$ cat config.mk
export PLATFORM = sky130hd
export DESIGN_NAME = wordred_pipe_flat
export DESIGN_NICKNAME = d
export VERILOG_FILES = /design/src/rtl/wordred_pipe_if.sv /design/src/rtl/wordred_pipe.sv /design/src/flat_wrapper.sv
export SDC_FILE = /design/constraint.sdc
export NUM_CORES = 2
export LEC_CHECK = 0
export ABC_AREA = 1
export CAP_MARGIN = 5
export CORE_UTILIZATION = 60
export CTS_CLUSTER_DIAMETER = 60
export CTS_CLUSTER_SIZE = 16
export DETAILED_ROUTE_END_ITERATION = 8
export PLACE_DENSITY = 0.78
export SLEW_MARGIN = 20
export SYNTH_ARGS = -nofsm -noshare
export SYNTH_HDL_FRONTEND = slang
export SYNTH_SLANG_ARGS = --single-unit
$ cat constraint.sdc
create_clock -name clk -period 13.9 [get_ports clk]
set_input_delay 2.78 -clock clk [delete_from_list [all_inputs] [get_ports clk]]
set_output_delay 2.78 -clock clk [all_outputs]
set_load 0.05 [all_outputs]
$ cat src/rtl/wordred_pipe_if.sv
// ---- wordred_pipe_if : input/output stream bundle for wordred_pipe (rev 1.0) ----
`default_nettype none

interface wordred_pipe_if #(
  parameter int Q_WIDTH = 32,
  parameter int TAG_W   = 8
);
  logic                   in_valid;
  logic                   in_ready;
  logic [2*Q_WIDTH-1:0]   in_c;
  logic [TAG_W-1:0]       in_tag;
  logic                   out_valid;
  logic                   out_ready;
  logic [Q_WIDTH:0]       out_t;
  logic [TAG_W-1:0]       out_tag;

  modport master (
    output in_valid, in_c, in_tag, out_ready,
    input  in_ready, out_valid, out_t, out_tag
  );

  modport slave (
    input  in_valid, in_c, in_tag, out_ready,
    output in_ready, out_valid, out_t, out_tag
  );
endinterface

`default_nettype wire

$ cat src/rtl/wordred_pipe.sv
// ---- wordred_pipe : pipelined word-level Montgomery reduction, out = C*2^(-L*W) mod q (rev 1.0) ----
`default_nettype none

module wordred_pipe #(
  parameter int Q_WIDTH = 32,
  parameter int W       = 13,
  parameter int L       = 3,
  parameter int CORRECT = 1,
  parameter int TAG_W   = 8
) (
  input  wire logic                 clk,
  input  wire logic                 rst,
  input  wire logic [Q_WIDTH-W-1:0] qH,
  wordred_pipe_if.slave             bus,
  output logic                      busy
);

  localparam int QH_W = Q_WIDTH - W;
  localparam int SW   = 2 * Q_WIDTH + 1;
  localparam int S    = L + ((CORRECT != 0) ? 1 : 0);

  logic             r_v   [S];
  logic [SW-1:0]    r_d   [S];
  logic [TAG_W-1:0] r_tag [S];

  logic             w_adv;
  logic [SW-1:0]    w_red [L];
  logic [SW-1:0]    w_corr;
  logic             w_unused;

  // One word step: adding m*q clears the low word, so dividing by 2^W is a plain shift.
  function automatic logic [SW-1:0] f_stage(input logic [SW-1:0] t, input logic [QH_W-1:0] qh);
    logic [W-1:0] tl;
    logic [W-1:0] m;
    tl = t[W-1:0];
    m  = -tl;
    return (SW'(m) * SW'(qh)) + (t >> W) + SW'(|tl);
  endfunction

  always_comb begin
    w_red[0] = f_stage(SW'(bus.in_c), qH);
    for (int k = 1; k < L; k++) begin
      w_red[k] = f_stage(r_d[k-1], qH);
    end
  end

  generate
    if (CORRECT != 0) begin : g_corr
      logic [Q_WIDTH-1:0] w_q;
      logic [SW-1:0]      w_qx;
      assign w_q    = {qH, {W{1'b0}}} + Q_WIDTH'(1);
      assign w_qx   = SW'(w_q);
      assign w_corr = (r_d[L-1] >= w_qx) ? (r_d[L-1] - w_qx) : r_d[L-1];
    end else begin : g_nocorr
      assign w_corr = '0;
    end
  endgenerate

  assign w_adv         = ~r_v[S-1] | bus.out_ready;
  assign bus.in_ready  = w_adv;
  assign bus.out_valid = r_v[S-1];
  assign bus.out_t     = r_d[S-1][Q_WIDTH:0];
  assign bus.out_tag   = r_tag[S-1];
  assign w_unused      = ^r_d[S-1][SW-1:Q_WIDTH+1];

  always_comb begin
    busy = 1'b0;
    for (int k = 0; k < S; k++) begin
      busy = busy | r_v[k];
    end
  end

  // Single global enable: the whole pipe shifts or the whole pipe holds.
  always_ff @(posedge clk or negedge rst) begin
    if (!rst) begin
      for (int k = 0; k < S; k++) begin
        r_v[k]   <= 1'b0;
        r_d[k]   <= '0;
        r_tag[k] <= '0;
      end
    end else if (w_adv) begin
      r_v[0]   <= bus.in_valid;
      r_tag[0] <= bus.in_tag;
      for (int k = 1; k < S; k++) begin
        r_v[k]   <= r_v[k-1];
        r_tag[k] <= r_tag[k-1];
      end
      for (int k = 0; k < L; k++) begin
        r_d[k] <= w_red[k];
      end
      if (CORRECT != 0) begin
        r_d[S-1] <= w_corr;
      end
    end
  end

endmodule

`default_nettype wire
$ cat src/flat_wrapper.sv
// flat-port wrapper written by rule: the top's interface ports become plain ports
module wordred_pipe_flat 
#(
  parameter int Q_WIDTH = 32,
  parameter int W       = 13,
  parameter int L       = 3,
  parameter int CORRECT = 1,
  parameter int TAG_W   = 8
)
  (clk, rst, qH, busy, bus_in_valid, bus_in_c, bus_in_tag, bus_out_ready, bus_in_ready, bus_out_valid, bus_out_t, bus_out_tag);
  wordred_pipe_if #(.Q_WIDTH(Q_WIDTH), .TAG_W(TAG_W)) bus_i ();
  input  wire logic clk;
  input  wire logic rst;
  input  wire logic [Q_WIDTH-W-1:0] qH;
  output logic busy;
  input wire logic [$bits(bus_i.in_valid)-1:0] bus_in_valid;
  input wire logic [$bits(bus_i.in_c)-1:0] bus_in_c;
  input wire logic [$bits(bus_i.in_tag)-1:0] bus_in_tag;
  input wire logic [$bits(bus_i.out_ready)-1:0] bus_out_ready;
  output wire logic [$bits(bus_i.in_ready)-1:0] bus_in_ready;
  output wire logic [$bits(bus_i.out_valid)-1:0] bus_out_valid;
  output wire logic [$bits(bus_i.out_t)-1:0] bus_out_t;
  output wire logic [$bits(bus_i.out_tag)-1:0] bus_out_tag;
  assign bus_i.in_valid = bus_in_valid;
  assign bus_i.in_c = bus_in_c;
  assign bus_i.in_tag = bus_in_tag;
  assign bus_i.out_ready = bus_out_ready;
  assign bus_in_ready = bus_i.in_ready;
  assign bus_out_valid = bus_i.out_valid;
  assign bus_out_t = bus_i.out_t;
  assign bus_out_tag = bus_i.out_tag;
  wordred_pipe #(.Q_WIDTH(Q_WIDTH), .W(W), .L(L), .CORRECT(CORRECT), .TAG_W(TAG_W)) u_core (.clk(clk), .rst(rst), .qH(qH), .bus(bus_i), .busy(busy));
endmodule
Yosys cells after proc, flatten, opt, wreduce, memory -nomap -nowiden
Index checks and enable logic that the tools add are counted.
{"block": "word_totals", "out_inout_bits": 44, "elab_cells": 36, "inputBits": 95, "register_bits": 264}
{"block": "classes", "n_bitwise": 5, "n_lt_le_gt_ge": 1, "n_reduce_logical": 3, "n_mul": 3, "muxes": 1, "addsub": 11}
{"operator": "$add A65 B1 Y65", "n": 3}
{"operator": "$add A32 B52 Y53", "n": 2}
{"operator": "$mul A13 B19 Y32", "n": 3}
{"operator": "$ge A65 B32 Y1", "n": 1}
{"operator": "$add A32 B51 Y52", "n": 1}
{"operator": "$neg A13 Y13", "n": 3}
{"operator": "$reduce_or A13 Y1", "n": 3}
{"operator": "$mux W33", "n": 1}
{"operator": "$sub A33 B32 Y33", "n": 1}
{"operator": "$add A32 B1 Y32 const B", "n": 1}
{"operator": "$or A1 B1 Y1", "n": 4}
{"operator": "$not A1 Y1", "n": 1}

Longest topological paths before layout
{"block": "logic_depth", "ltp_word": 4, "ltp_mapped": 47, "depth_no_buf": 46}

Worst setup path after synthesis
No wires, ideal clock.
{"block": "synth_timing", "path_type": "input to register", "start": "input bus_in_c[0]", "end": "register u_core.r_d[238] (netlist bit)", "cell_stages": 41, "path_slack_ps": 4038, "arrival_ps": 9745, "path_buffers": 1, "setup_time_ps": 117, "path_cell_list": "clkbuf_1 inv_1 ha_1 nand2_1 nor2_1 nand3_1 or3_1 nor2_1 nand2_1 o21ai_0 nand2_1 inv_1 nand2_1 fa_1 inv_1 fa_1 inv_1 fa_1 (+5 left out) inv_1 ha_1 nand2_1 nor2_1 nand2_1 nor2_1 nand2_1 nand3_2 xor2_2 nand2_1 nor2_2 nand2_1 nor2_4 nand2_2 nor2_1 nand2_1 nand3_1 nand2_1"}
{"block": "synth_via", "elab_chain_cells": 4, "word_cells_on_any_way": 5, "classes_between": "add/sub: 3; mul: 1; reduce/logical: 1"}
{"item": "from (decl)", "line": "flat_wrapper.sv:17", "text": "input wire logic [$bits(bus_i.in_c)-1:0] bus_in_c;"}
{"item": "$neg A13 Y13", "line": "wordred_pipe.sv:36", "text": "m = -tl;"}
{"item": "$mul A13 B19 Y32", "line": "wordred_pipe.sv:37", "text": "return (SW'(m) * SW'(qh)) + (t >> W) + SW'(|tl);"}
{"item": "$add A32 B51 Y52", "line": "wordred_pipe.sv:37"}
{"item": "$add A65 B1 Y65 *", "line": "wordred_pipe.sv:37"}
{"item": "to (signal, indexed assignment)", "line": "wordred_pipe.sv:89", "text": "r_d[k] <= w_red[k];"}
{"item": "to (signal, indexed assignment)", "line": "wordred_pipe.sv:92", "text": "r_d[S-1] <= w_corr;"}
{"item": "to (decl)", "line": "wordred_pipe.sv:23", "text": "logic [SW-1:0] r_d [S];"}
Mark *: on every way between the ends. The rest lies on a longest branch, timed or not.
A chain may end at the register's enable or synchronous reset.

Final worst setup path
{"block": "layout_timing", "start": "input bus_in_c[0]", "end": "register u_core.r_d[246] (netlist bit)"}
Same word-level chain as after synthesis.

==> impl_metrics.env <==
export IMPL_vias_per_cell=5.55
export IMPL_violations="DRC"
export IMPL_yosysWarnings=0
export IMPL_r2r_slack_ns=4.41
export IMPL_met2_usage_pct=57.3
export IMPL_endpoint_kind="flop"
export IMPL_min_from="u_core.r_tag[31]$_DFFE_PN0P_"
export IMPL_synth_edf_count=0
export IMPL_skew_ns=0.0142
export IMPL_grt_overflow=0
export IMPL_cts_buffer_depth=2
export IMPL_syn_avg_cell_area_um2=6.86
export IMPL_arrival_ns=12.11
export IMPL_die_height_um=274
export IMPL_clock_sinks=200
export IMPL_clock_fmax_mhz=85.1
export IMPL_wl_per_cell_um=19.5
export IMPL_wirelength_mm=145
export IMPL_cp_slowest_cell="clkdlybuf4s50_1"
export IMPL_maxCapViolCount=0
export IMPL_dr_first_iter_drc_count=4378
export IMPL_cts_tree="built"
export IMPL_nets=7507
export IMPL_vias=41300
export IMPL_slew_headroom_pct=19.1
export IMPL_grt_pass1_vias=40400
export IMPL_finalSetupViolations=0
export IMPL_synth_cell_types=57
export IMPL_fin_cells=7432
export IMPL_hp_class="flop to flop"
export IMPL_setup_tns_ns=0
export IMPL_cts_buffers=17
export IMPL_grt_start_max_net_pins=131
export IMPL_ctsHoldBuffers=0
export IMPL_ios=139
export IMPL_report_final_slew_viol_count=0
export IMPL_rows=99
export IMPL_drc_errors=16
export IMPL_synth_fp_nets=7527
export IMPL_rsz0062_at_grt="false"
export IMPL_dpl_hpwl_mm=118
export IMPL_use_met3_pct=12.8
export IMPL_die_x_um=274
export IMPL_netlist_area_um2=44400
export IMPL_cts_htree_levels=4
export IMPL_insertion_delay_ns=0.47
export IMPL_reg2reg_from="u_core.r_d[130]$_DFFE_PN0P_"
export IMPL_gp_congestion=1.04
export IMPL_crit_fanout=21
export IMPL_synth_cells=6479
export IMPL_ant_nets=0
export IMPL_critPathLaunch="bus_in_c[0]"
export IMPL_place_inst=7398
export IMPL_nFillCells=6779
export IMPL_drive_gt1_share_pct=3.58
export IMPL_clkTransAtPathRegs_ns=0.09
export IMPL_period_needed_ns=11.76
export IMPL_period_share_pct=84.6
export IMPL_status="finished, violations left"
export IMPL_area_growth_pct=5.66
export IMPL_busiest_layer="met2"
export IMPL_grt_pass1_wl_mm=227
export IMPL_root_buffer="clkbuf_16"
export IMPL_hold_viol_final=0
export IMPL_antenna_found_initial=6
export IMPL_ys_seq_area_share_pct=11.3
export IMPL_ys_seq_elements=200
export IMPL_dr_pass1_iters=8
export IMPL_start_kind="input port"
export IMPL_slowest_delay_ns=0.88
export IMPL_port_buffers=138
export IMPL_fp_dieArea_um2=75200
export IMPL_met1_usage_pct=57.0
export IMPL_worst_pin_slew_ns=1.21
export IMPL_cts_setup_buffers=0
export IMPL_cts_resized=0
export IMPL_core_area_um2=73100
export IMPL_synthArstFlopShare_pct=100
export IMPL_synth_ff_type="dfrtp_1"
export IMPL_required_ns=14.25
export IMPL_grt_use_total_pct=39.7
export IMPL_path_class="input port to flop"
export IMPL_crit_top_cell="nand2_1"
export IMPL_start_util_pct=60.8
worst paths after layout:
kind	end	depth (start not counted)
min	u_core.r_tag[23]$_DFFE_PN0P_	2
max reg2reg	u_core.r_d[96]$_DFFE_PN0P_	42
max in group asynchronous	u_core.r_d[222]$_DFFE_PN0P_	3
min reg2reg	u_core.r_tag[23]$_DFFE_PN0P_	2
max	u_core.r_d[246]$_DFFE_PN0P_	38
min in group asynchronous	u_core.bus.out_valid$_DFFE_PN0P_	1
metal layers:
layer	routed length [um]	up-vias
met2	59100	2135
li1	-	19200
met4	4690	6
met5	40	-
met3	19200	286
met1	61500	19700
metrics by stage:
stage | area (um^2) | hold slack, ns | util [%] | worst slack, ns
global placement | 46300 | 0.451 | 63.4 | 2.08
finish | 47000 | 0.481 | 64.3 | 2.14
floorplan | 44400 | 0.442 | - | 4.04
detailed placement | 46300 | 0.456 | 63.4 | 1.94
CTS | 46900 | 0.485 | 64.2 | 2.38
global route | 47000 | 0.506 | 64.3 | 1.50
critical path, delay by kind of cell:
kind | cells | cell delay, ns
AOI/OAI and AO/OA | 1 | 0.18
adders and majority gates | 7 | 3.54
buffers and inverters | 8 | 1.56
and+or+nand+nor | 22 | 4.01
synthesized netlist by cell type, types with 3 or more instances:
cell | number | area, um^2
a21o_1 | 3 | 22.5
a21oi_1 | 125 | 626
a21oi_2 | 9 | 78.8
a31oi_1 | 12 | 75.1
and2_1 | 6 | 37.5
and3_1 | 3 | 18.8
buf_1 | 7 | 26.3
buf_2 | 12 | 60.1
buf_4 | 43 | 323
clkbuf_1 | 147 | 552
clkinv_1 | 18 | 67.6
dfrtp_1 | 200 | 5000
fa_1 | 647 | 13000
ha_1 | 306 | 3830
inv_1 | 1434 | 5380
inv_2 | 30 | 113
nand2_1 | 1943 | 7290
nand2_2 | 33 | 206
nand3_1 | 283 | 1420
nand3_2 | 14 | 140
nand3b_1 | 22 | 165
nand4_1 | 83 | 519
nand4_2 | 5 | 62.6
nor2_1 | 615 | 2310
nor2_2 | 34 | 213
nor2_4 | 18 | 203
nor3_1 | 36 | 180
nor3_2 | 4 | 40.0
nor4_1 | 11 | 68.8
o211ai_1 | 6 | 45.0
o21ai_0 | 204 | 1020
o21ai_1 | 20 | 100
o21bai_1 | 7 | 52.6
o22ai_1 | 12 | 75.1
or2_2 | 4 | 25.0
xnor2_1 | 36 | 315
xor2_1 | 56 | 490
xor2_2 | 4 | 65.1
state kept, by name, indices dropped and copies added, names as in the netlist:
signal                count
u_core.r_tag             24
u_core.bus.out_valid      1
u_core.r_d              131
u_core.bus.out_t         33
u_core.r_v                3
u_core.bus.out_tag        8
kinds of logic (layout without fill, tap and decap cells):
group                      Yosys count  in the layout  share of synthesized area (%)
and+or+nand+nor                   3128           3128                           29.4
buffers and inverters             1693           1686                           14.7
adders and majority gates          953            953                           37.8
AOI/OAI and AO/OA                  409            409                           4.91
DFF                                200            200                           11.3
xor gates and xnor gates            96             96                           1.96
other                                0              1                              0
placed cells by master (no fill, tap or decap), types with 6 or more instances in the layout:
cell type	netlist	layout
nand2_1	1943	1943
inv_1	1434	1434
fa_1	647	647
nor2_1	615	614
ha_1	306	306
nand3_1	283	283
o21ai_0	204	204
dfrtp_1	200	200
clkdlybuf4s50_1	0	136
a21oi_1	125	125
nand4_1	83	83
xor2_1	56	56
nor3_1	36	36
xnor2_1	36	36
nor2_2	34	34
nand2_2	33	33
buf_4	43	33
inv_2	30	29
nand3b_1	22	22
o21ai_1	20	20
nor2_4	18	19
clkinv_1	18	18
clkbuf_16	0	17
nand3_2	14	14
a31oi_1	12	12
o22ai_1	12	12
nor4_1	11	11
a21oi_2	9	9
o21bai_1	7	7
and2_1	6	6
o211ai_1	6	6
layout make-up:
class	instances	area [um^2]	share of cell area, %
timing repair buffer	172	1660	3.52
antenna	1	2.50	0.00533
sequential	200	5000	10.7
tap	959	1200	2.56
multi-input combinational	4586	32900	70.1
clock inverter	15	204	0.434
inverter	1482	5570	11.9
clock buffer	17	425	0.906
Power is left out: the tool's default activity adds up to more than one toggle a clock period on the data nets, which glitch-free logic cannot reach.
